==> config.mk <==
export PLATFORM = sky130hd
export DESIGN_NAME = dma_axi_wr_burst_master
export DESIGN_NICKNAME = d
export VERILOG_FILES = /design/src/rtl/dma_axi_wr_burst_master.sv
export SDC_FILE = /design/constraint.sdc
export NUM_CORES = 1
export LEC_CHECK = 0
export CELL_PAD_IN_SITES_DETAIL_PLACEMENT = 1
export CELL_PAD_IN_SITES_GLOBAL_PLACEMENT = 1
export CORE_MARGIN = 10
export CORE_UTILIZATION = 34
export DETAILED_ROUTE_END_ITERATION = 8
export PLACE_DENSITY = 0.86
export SYNTH_ARGS = -nofsm -noshare
export SYNTH_HDL_FRONTEND = slang
export SYNTH_SLANG_ARGS = --single-unit
==> constraint.sdc <==
create_clock -name clk -period 5.2 [get_ports clk]
set_clock_uncertainty 0.15 [all_clocks]
set_input_delay 1.04 -clock clk [delete_from_list [all_inputs] [get_ports clk]]
set_output_delay 1.04 -clock clk [all_outputs]
set_load 0.05 [all_outputs]
==> src/rtl/dma_axi_wr_burst_master.sv <==
// dma_axi_wr_burst_master
//   Drains a write-data sync FIFO into an AXI4 write master port. One DMA
//   write command (start address + beat count) is split into INCR bursts.
//   Each burst is capped by MAX_BURST, by the remaining beats and by the next
//   4KB boundary. An AW is only issued once the whole burst sits in the FIFO
//   and fewer than MAX_OUTST bursts are still waiting for their B response.
// Ports
//   clk, rst_n            clock, asynchronous active-low reset
//   cmd_*                 command request (valid/ready, byte address, beats)
//   fifo_*                FIFO read side (valid/ready/data) and occupancy
//   m_axi_aw*/w*/b*       AXI4 write address, write data, write response
//   done_valid/done_err   completion pulse and sticky SLVERR/DECERR flag
module dma_axi_wr_burst_master #(
  parameter int DWIDTH      = 64,
  parameter int ADDR_W      = 32,
  parameter int FIFO_AWIDTH = 10,
  parameter int BEATS_W     = 16,
  parameter int MAX_BURST   = 16,
  parameter int MAX_OUTST   = 4
) (
  input  logic                  clk,
  input  logic                  rst_n,
  input  logic                  cmd_valid,
  output logic                  cmd_ready,
  input  logic [ADDR_W-1:0]     cmd_addr,
  input  logic [BEATS_W-1:0]    cmd_beats,
  input  logic                  fifo_rvalid,
  output logic                  fifo_rready,
  input  logic [DWIDTH-1:0]     fifo_rdata,
  input  logic [FIFO_AWIDTH:0]  fifo_count,
  output logic                  m_axi_awvalid,
  input  logic                  m_axi_awready,
  output logic [ADDR_W-1:0]     m_axi_awaddr,
  output logic [7:0]            m_axi_awlen,
  output logic [2:0]            m_axi_awsize,
  output logic [1:0]            m_axi_awburst,
  output logic                  m_axi_wvalid,
  input  logic                  m_axi_wready,
  output logic [DWIDTH-1:0]     m_axi_wdata,
  output logic [DWIDTH/8-1:0]   m_axi_wstrb,
  output logic                  m_axi_wlast,
  input  logic                  m_axi_bvalid,
  output logic                  m_axi_bready,
  input  logic [1:0]            m_axi_bresp,
  output logic                  done_valid,
  output logic                  done_err
);

  localparam int SZ  = $clog2(DWIDTH / 8);
  localparam int BLW = 9;                          // holds a burst length up to 256
  localparam int OW  = $clog2(MAX_OUTST + 1);
  localparam int CW  = (BEATS_W > 13) ? BEATS_W : 13;
  localparam logic [ADDR_W-1:0] ALIGN_MASK = ~ADDR_W'((1 << SZ) - 1);

  typedef enum logic [2:0] {
    S_IDLE  = 3'd0,
    S_CALC  = 3'd1,
    S_AW    = 3'd2,
    S_W     = 3'd3,
    S_DRAIN = 3'd4
  } state_e;

  state_e             state_q, state_d;
  logic [ADDR_W-1:0]  addr_q, addr_d;
  logic [BEATS_W-1:0] remaining_q, remaining_d;
  logic [BLW-1:0]     blen_q, blen_d;
  logic [BLW-1:0]     beat_q, beat_d;
  logic [OW-1:0]      outst_q, outst_d;
  logic               awvalid_q, awvalid_d;
  logic [ADDR_W-1:0]  awaddr_q, awaddr_d;
  logic [7:0]         awlen_q, awlen_d;
  logic               err_q, err_d;
  logic               done_valid_q, done_valid_d;
  logic               done_err_q, done_err_d;

  logic               accept_s, aw_hs_s, w_hs_s, b_hs_s, can_issue_s;
  logic [12:0]        addr_lo_s, bnd_s;
  logic [CW-1:0]      min1_s, min2_s;
  logic [BLW-1:0]     blen_calc_s;
  logic               bresp_unused;

  // Only bresp[1] (SLVERR/DECERR) matters; OKAY vs EXOKAY is irrelevant here.
  assign bresp_unused  = m_axi_bresp[0];

  assign m_axi_awsize  = 3'(SZ);
  assign m_axi_awburst = 2'b01;
  assign m_axi_wstrb   = {(DWIDTH/8){1'b1}};
  assign m_axi_bready  = 1'b1;
  assign m_axi_wdata   = fifo_rdata;
  assign m_axi_awvalid = awvalid_q;
  assign m_axi_awaddr  = awaddr_q;
  assign m_axi_awlen   = awlen_q;
  assign done_valid    = done_valid_q;
  assign done_err      = done_err_q;

  assign accept_s = cmd_valid && cmd_ready;
  assign aw_hs_s  = awvalid_q && m_axi_awready;
  assign w_hs_s   = m_axi_wvalid && m_axi_wready;
  assign b_hs_s   = m_axi_bvalid;

  // Burst length: min(remaining, MAX_BURST, beats left before the 4KB page ends).
  always_comb begin
    addr_lo_s   = {1'b0, addr_q[11:0]};
    bnd_s       = (13'd4096 - addr_lo_s) >> SZ;
    min1_s      = (CW'(remaining_q) < CW'(MAX_BURST)) ? CW'(remaining_q) : CW'(MAX_BURST);
    min2_s      = (min1_s < CW'(bnd_s)) ? min1_s : CW'(bnd_s);
    blen_calc_s = BLW'(min2_s);
    can_issue_s = (32'(fifo_count) >= 32'(blen_calc_s)) && (outst_q < OW'(MAX_OUTST));
  end

  // State register.
  always_ff @(posedge clk or negedge rst_n) begin
    if (!rst_n) begin
      state_q <= S_IDLE;
    end else begin
      state_q <= state_d;
    end
  end

  // Next-state logic.
  always_comb begin
    state_d = state_q;
    case (state_q)
      S_IDLE: begin
        if (accept_s && (cmd_beats != {BEATS_W{1'b0}})) state_d = S_CALC;
        else                                            state_d = S_IDLE;
      end
      S_CALC: begin
        if (can_issue_s) state_d = S_AW;
        else             state_d = S_CALC;
      end
      S_AW: begin
        if (aw_hs_s) state_d = S_W;
        else         state_d = S_AW;
      end
      S_W: begin
        if (w_hs_s && m_axi_wlast) begin
          if (remaining_q != {BEATS_W{1'b0}}) state_d = S_CALC;
          else                                state_d = S_DRAIN;
        end else begin
          state_d = S_W;
        end
      end
      S_DRAIN: begin
        if (outst_q == {OW{1'b0}}) state_d = S_IDLE;
        else                       state_d = S_DRAIN;
      end
      default: state_d = S_IDLE;
    endcase
  end

  // Output decode; the W path is a zero-latency pass-through from the FIFO.
  always_comb begin
    cmd_ready    = (state_q == S_IDLE) && rst_n;
    m_axi_wvalid = (state_q == S_W) && fifo_rvalid;
    fifo_rready  = (state_q == S_W) && m_axi_wready;
    m_axi_wlast  = (state_q == S_W) && (beat_q == (blen_q - 9'd1));
  end

  // Datapath next values: address/remaining bookkeeping, AW request, counters.
  always_comb begin
    addr_d       = addr_q;
    remaining_d  = remaining_q;
    blen_d       = blen_q;
    beat_d       = beat_q;
    awvalid_d    = awvalid_q;
    awaddr_d     = awaddr_q;
    awlen_d      = awlen_q;
    err_d        = err_q;
    done_valid_d = 1'b0;
    done_err_d   = 1'b0;

    if (accept_s) begin
      addr_d       = cmd_addr & ALIGN_MASK;
      remaining_d  = cmd_beats;
      err_d        = 1'b0;
      done_valid_d = (cmd_beats == {BEATS_W{1'b0}});
    end else if (aw_hs_s) begin
      addr_d      = addr_q + (ADDR_W'(blen_q) << SZ);
      remaining_d = remaining_q - BEATS_W'(blen_q);
    end else begin
      addr_d      = addr_q;
      remaining_d = remaining_q;
    end

    if ((state_q == S_CALC) && can_issue_s) begin
      blen_d    = blen_calc_s;
      awvalid_d = 1'b1;
      awaddr_d  = addr_q;
      awlen_d   = 8'(blen_calc_s - 9'd1);
    end else if (aw_hs_s) begin
      awvalid_d = 1'b0;
    end else begin
      awvalid_d = awvalid_q;
    end

    if (state_q == S_AW) beat_d = 9'd0;
    else if (w_hs_s)     beat_d = beat_q + 9'd1;
    else                 beat_d = beat_q;

    // Error is sticky for the whole command; a later OKAY never clears it.
    if (b_hs_s && m_axi_bresp[1]) err_d = 1'b1;
    else                          err_d = err_d;

    if ((state_q == S_DRAIN) && (outst_q == {OW{1'b0}})) begin
      done_valid_d = 1'b1;
      done_err_d   = err_q;
    end else begin
      done_err_d   = 1'b0;
    end
  end

  // Outstanding-burst counter: simultaneous AW and B cancel out.
  always_comb begin
    case ({aw_hs_s, b_hs_s})
      2'b10:   outst_d = outst_q + OW'(1);
      2'b01:   outst_d = outst_q - OW'(1);
      default: outst_d = outst_q;
    endcase
  end

  // Datapath registers.
  always_ff @(posedge clk or negedge rst_n) begin
    if (!rst_n) begin
      addr_q       <= {ADDR_W{1'b0}};
      remaining_q  <= {BEATS_W{1'b0}};
      blen_q       <= 9'd0;
      beat_q       <= 9'd0;
      outst_q      <= {OW{1'b0}};
      awvalid_q    <= 1'b0;
      awaddr_q     <= {ADDR_W{1'b0}};
      awlen_q      <= 8'd0;
      err_q        <= 1'b0;
      done_valid_q <= 1'b0;
      done_err_q   <= 1'b0;
    end else begin
      addr_q       <= addr_d;
      remaining_q  <= remaining_d;
      blen_q       <= blen_d;
      beat_q       <= beat_d;
      outst_q      <= outst_d;
      awvalid_q    <= awvalid_d;
      awaddr_q     <= awaddr_d;
      awlen_q      <= awlen_d;
      err_q        <= err_d;
      done_valid_q <= done_valid_d;
      done_err_q   <= done_err_d;
    end
  end

endmodule

==> results.txt <==
status -> finished, final reports clean
initial antenna violation count -> 0
vias in the first global route -> 6,969
Pre-Repair DR Iteration Count -> 4
layout cells sized above 1 -> 7.49%
worst-case clock buffer depth -> 2
Sw Ratio -> 48.0%
H-tree levels -> 3
setup violators final -> 0
Fin Setup TNS -> 0 ps
#FFs+latches synth -> 110
Syn Area/Cell -> 8.36 um2
combinational share of power -> 56.2%
IO buf count -> 107
crit-path max FO -> 11
Total Routing Usage GR -> 15.9%
Final min period -> 4960 ps
Peak VDD IR -> 0.000219 V
Iter 0 DRT Violations -> 335
TritonCTS buffer count -> 9
number of distinct library cells after synthesis -> 66
Core Area -> 21,800 um2
Power Internal -> 0.00290 W
DPL Wire Length -> 17,600 um
EDFF count, synth -> 0
Post-Syn Area -> 7530 um2
Async S/R FF share, synth -> 100%
Worst-path clk slew -> 80 ps
wire length per cell -> 18.9 um
slew of the pin with the lowest slew margin -> 840 ps
Max Cap Viol -> 0
global-route wire length before repair -> 37,000 um
met2 wire length -> 11,700 um
sequential area share after synthesis -> 36.5%
# diodes -> 0
Die W -> 169 um
fmax -> 202 MHz
row count -> 54
WL final -> 23,500 um
crit start category -> flop
Final Power -> 0.00557 W
largest net degree at the start of global routing -> 66
IO Pins -> 257
CP endpoint kind -> flop
CP peak stage delay -> 540 ps
final hold violation count -> 0
PwrDens -> 621 nW/um2
root buffer cell -> clkbuf_16
Post-route DRC -> 0
crit path kind -> flop to flop
Critical-path top delay cell -> or4_4
Initial Utilization -> 34.5%
global placement routability congestion -> 0.904
Congestion Overflow GR -> 0
area growth from synthesis to layout -> 19.1%
top sig layer -> met4
worst skew pair latency -> 370 ps
crit-path cells -> or4_4 > nor3_4 > and3_1 > ha_1 > a2111oi_1 > a21oi_1 > nor2_2 > o21a_1 > mux2_4 > inv_1 > ha_1 > nand2b_1 > a211oi_1 > o21ai_0 > a21oi_1 > buf_4 > nor2_2 > nand2_4 > buf_12 > a211oi_1 > a21o_1
YS warnings -> 0
die area -> 28,500 um2
vias per cell -> 5.16
Met3 Wirelength -> 1080 um
via count -> 6,406
Worst Hold Class -> flop to flop
leakage -> 3.94 nW
Crit path required time -> 5310 ps
Num Clock Sinks -> 110
Syn Inst Count -> 901
final worst-path cycle share -> 95.3%
hold_ws -> 326 ps
Critical Path AT -> 5060 ps
die height -> 169 um
Sw Pwr -> 0.00267 W
clock group share of total power -> 14.1%
number of routed nets with antenna violations -> 0
Synth Flop Type -> dfrtp_1
Final nets -> 1,132
Max Slew Vio Count -> 0
wire length on met1 -> 10,300 um
CTS tree -> yes
Slew HR -> 43.9%
sequential share of power -> 29.6%
[stage by stage]
step | instances | area, um2 | setup WS, ps | util, %
finish | 1241 | 8970 | 242 | 41.1
global placement | 1217 | 8490 | 265 | 38.9
global route | 1241 | 8970 | -12.1 | 41.1
floorplan | 921 | 7610 | 457 | -
CTS | 1233 | 8820 | 4.47 | 40.4
detailed placement | 1217 | 8490 | 60.7 | 38.9
[per-layer routing]
layer	vias to the layer above	GRT usage, %
met3	25	2.59
met1	3187	19.9
met4	0	4.88
met5	-	0
li1	3062	-
met2	132	27.2
[flip-flops by register name, indices dropped and copies added (netlist names), 3 cells and up]
signal	cells
outst_q	3
m_axi_awlen	8
m_axi_awaddr	29
blen_q	9
beat_q	9
state_q	3
remaining_q	16
addr_q	29
[path summary, 6_finish.rpt]
path                       cells after the start              end       startpoint  slack (ps)
max in group asynchronous                      3        beat_q[7]            rst_n        2960
setup / recovery                              21   m_axi_awlen[5]   remaining_q[6]         240
min in group asynchronous                      2   m_axi_awlen[2]            rst_n         640
hold reg to reg                                2  m_axi_awaddr[6]  m_axi_awaddr[6]         330
hold / removal                                 2  m_axi_awaddr[6]  m_axi_awaddr[6]         330
setup reg to reg                              21   m_axi_awlen[5]   remaining_q[6]         240
[Yosys cell counts, drive strengths merged (4+ instances only)]
master	instances	area, um2
a31oi	6	37.5
buf	93	667
and3	10	62.6
nor3	23	126
dfrtp	110	2750
a21o	6	45.0
nand4	14	87.6
mux2i	5	50.1
a21oi	40	200
o21a	11	82.6
nor2	57	216
xnor2	31	272
o211ai	4	30.0
nor4	9	77.6
inv	36	135
xor2	32	280
nor2b	9	56.3
nand3	19	100
or3	6	37.5
nand2	179	674
and2	5	31.3
nand2b	11	68.8
clkbuf	22	83.8
ha	41	513
o21ai	74	382
a211oi	6	45.0
[worst max-delay path, delay by kind of cell (launching register included)]
family / cells / cell delay [ps]
compound gates: 8 / 1520
simple gates: 7 / 1540
fa+ha+maj: 2 / 480
buf+inv: 3 / 390
flops: 1 / 420
mux: 1 / 340
[cells by family (layout without fill, tap and decap cells)]
logic type	Yosys count	in the layout	share of synthesized area, %
AO/OA/AOI/OAI	169	169	13.7
XOR/XNOR	63	63	7.33
adder cells (fa/ha/maj)	44	44	7.61
buffers and inverters	151	191	11.8
flip-flops	110	110	36.5
multiplexers	7	7	1.06
other	2	22	0.0997
AND/OR/NAND/NOR	355	355	21.9
[cell type report]
class / count / area [um2]
timing repair buffer: 139 / 1370
tap: 280 / 350
clock inverter: 5 / 87.6
inverter: 36 / 135
sequential: 110 / 2750
fill: 2573 / 12900
clock buffer: 11 / 243
multi-input combinational: 660 / 4030
[layout by cell type, fill, tap and decap left out, types with 28 or more instances in the layout]
cell and instances:
nand2_1 177, o21ai_0 70, inv_1 36, ha_1 40, dfrtp_1 110, xor2_1 32, clkdlybuf4s50_1 106, a21oi_1 40
nor2_1 55, xnor2_1 30, buf_4 28
[repair_timing]
action / CTS / global route
hold endpoints to repair: 0 / 0
hold buffers: 0 / 0
buffers inserted: 0 / 6
resized for setup: 0 / 13
setup endpoints to repair: 0 / 49
[power by group through the flow]
| stage | combinational, W | clock [W] | sequential [W] |
|---|---|---|---|
| 3_5_place_dp | 0.00303 | 0 | 0.00165 |
| 6_report | 0.00313 | 0.000787 | 0.00165 |
| 5_1_grt | 0.00345 | 0.000833 | 0.00171 |
| 3_3_place_gp | 0.00291 | 0 | 0.00163 |
| 4_1_cts | 0.00307 | 0.000802 | 0.00164 |
| 2_1_floorplan | 0.00182 | 0 | 0.00197 |
Note: power is estimated with default switching activity, not from simulation.
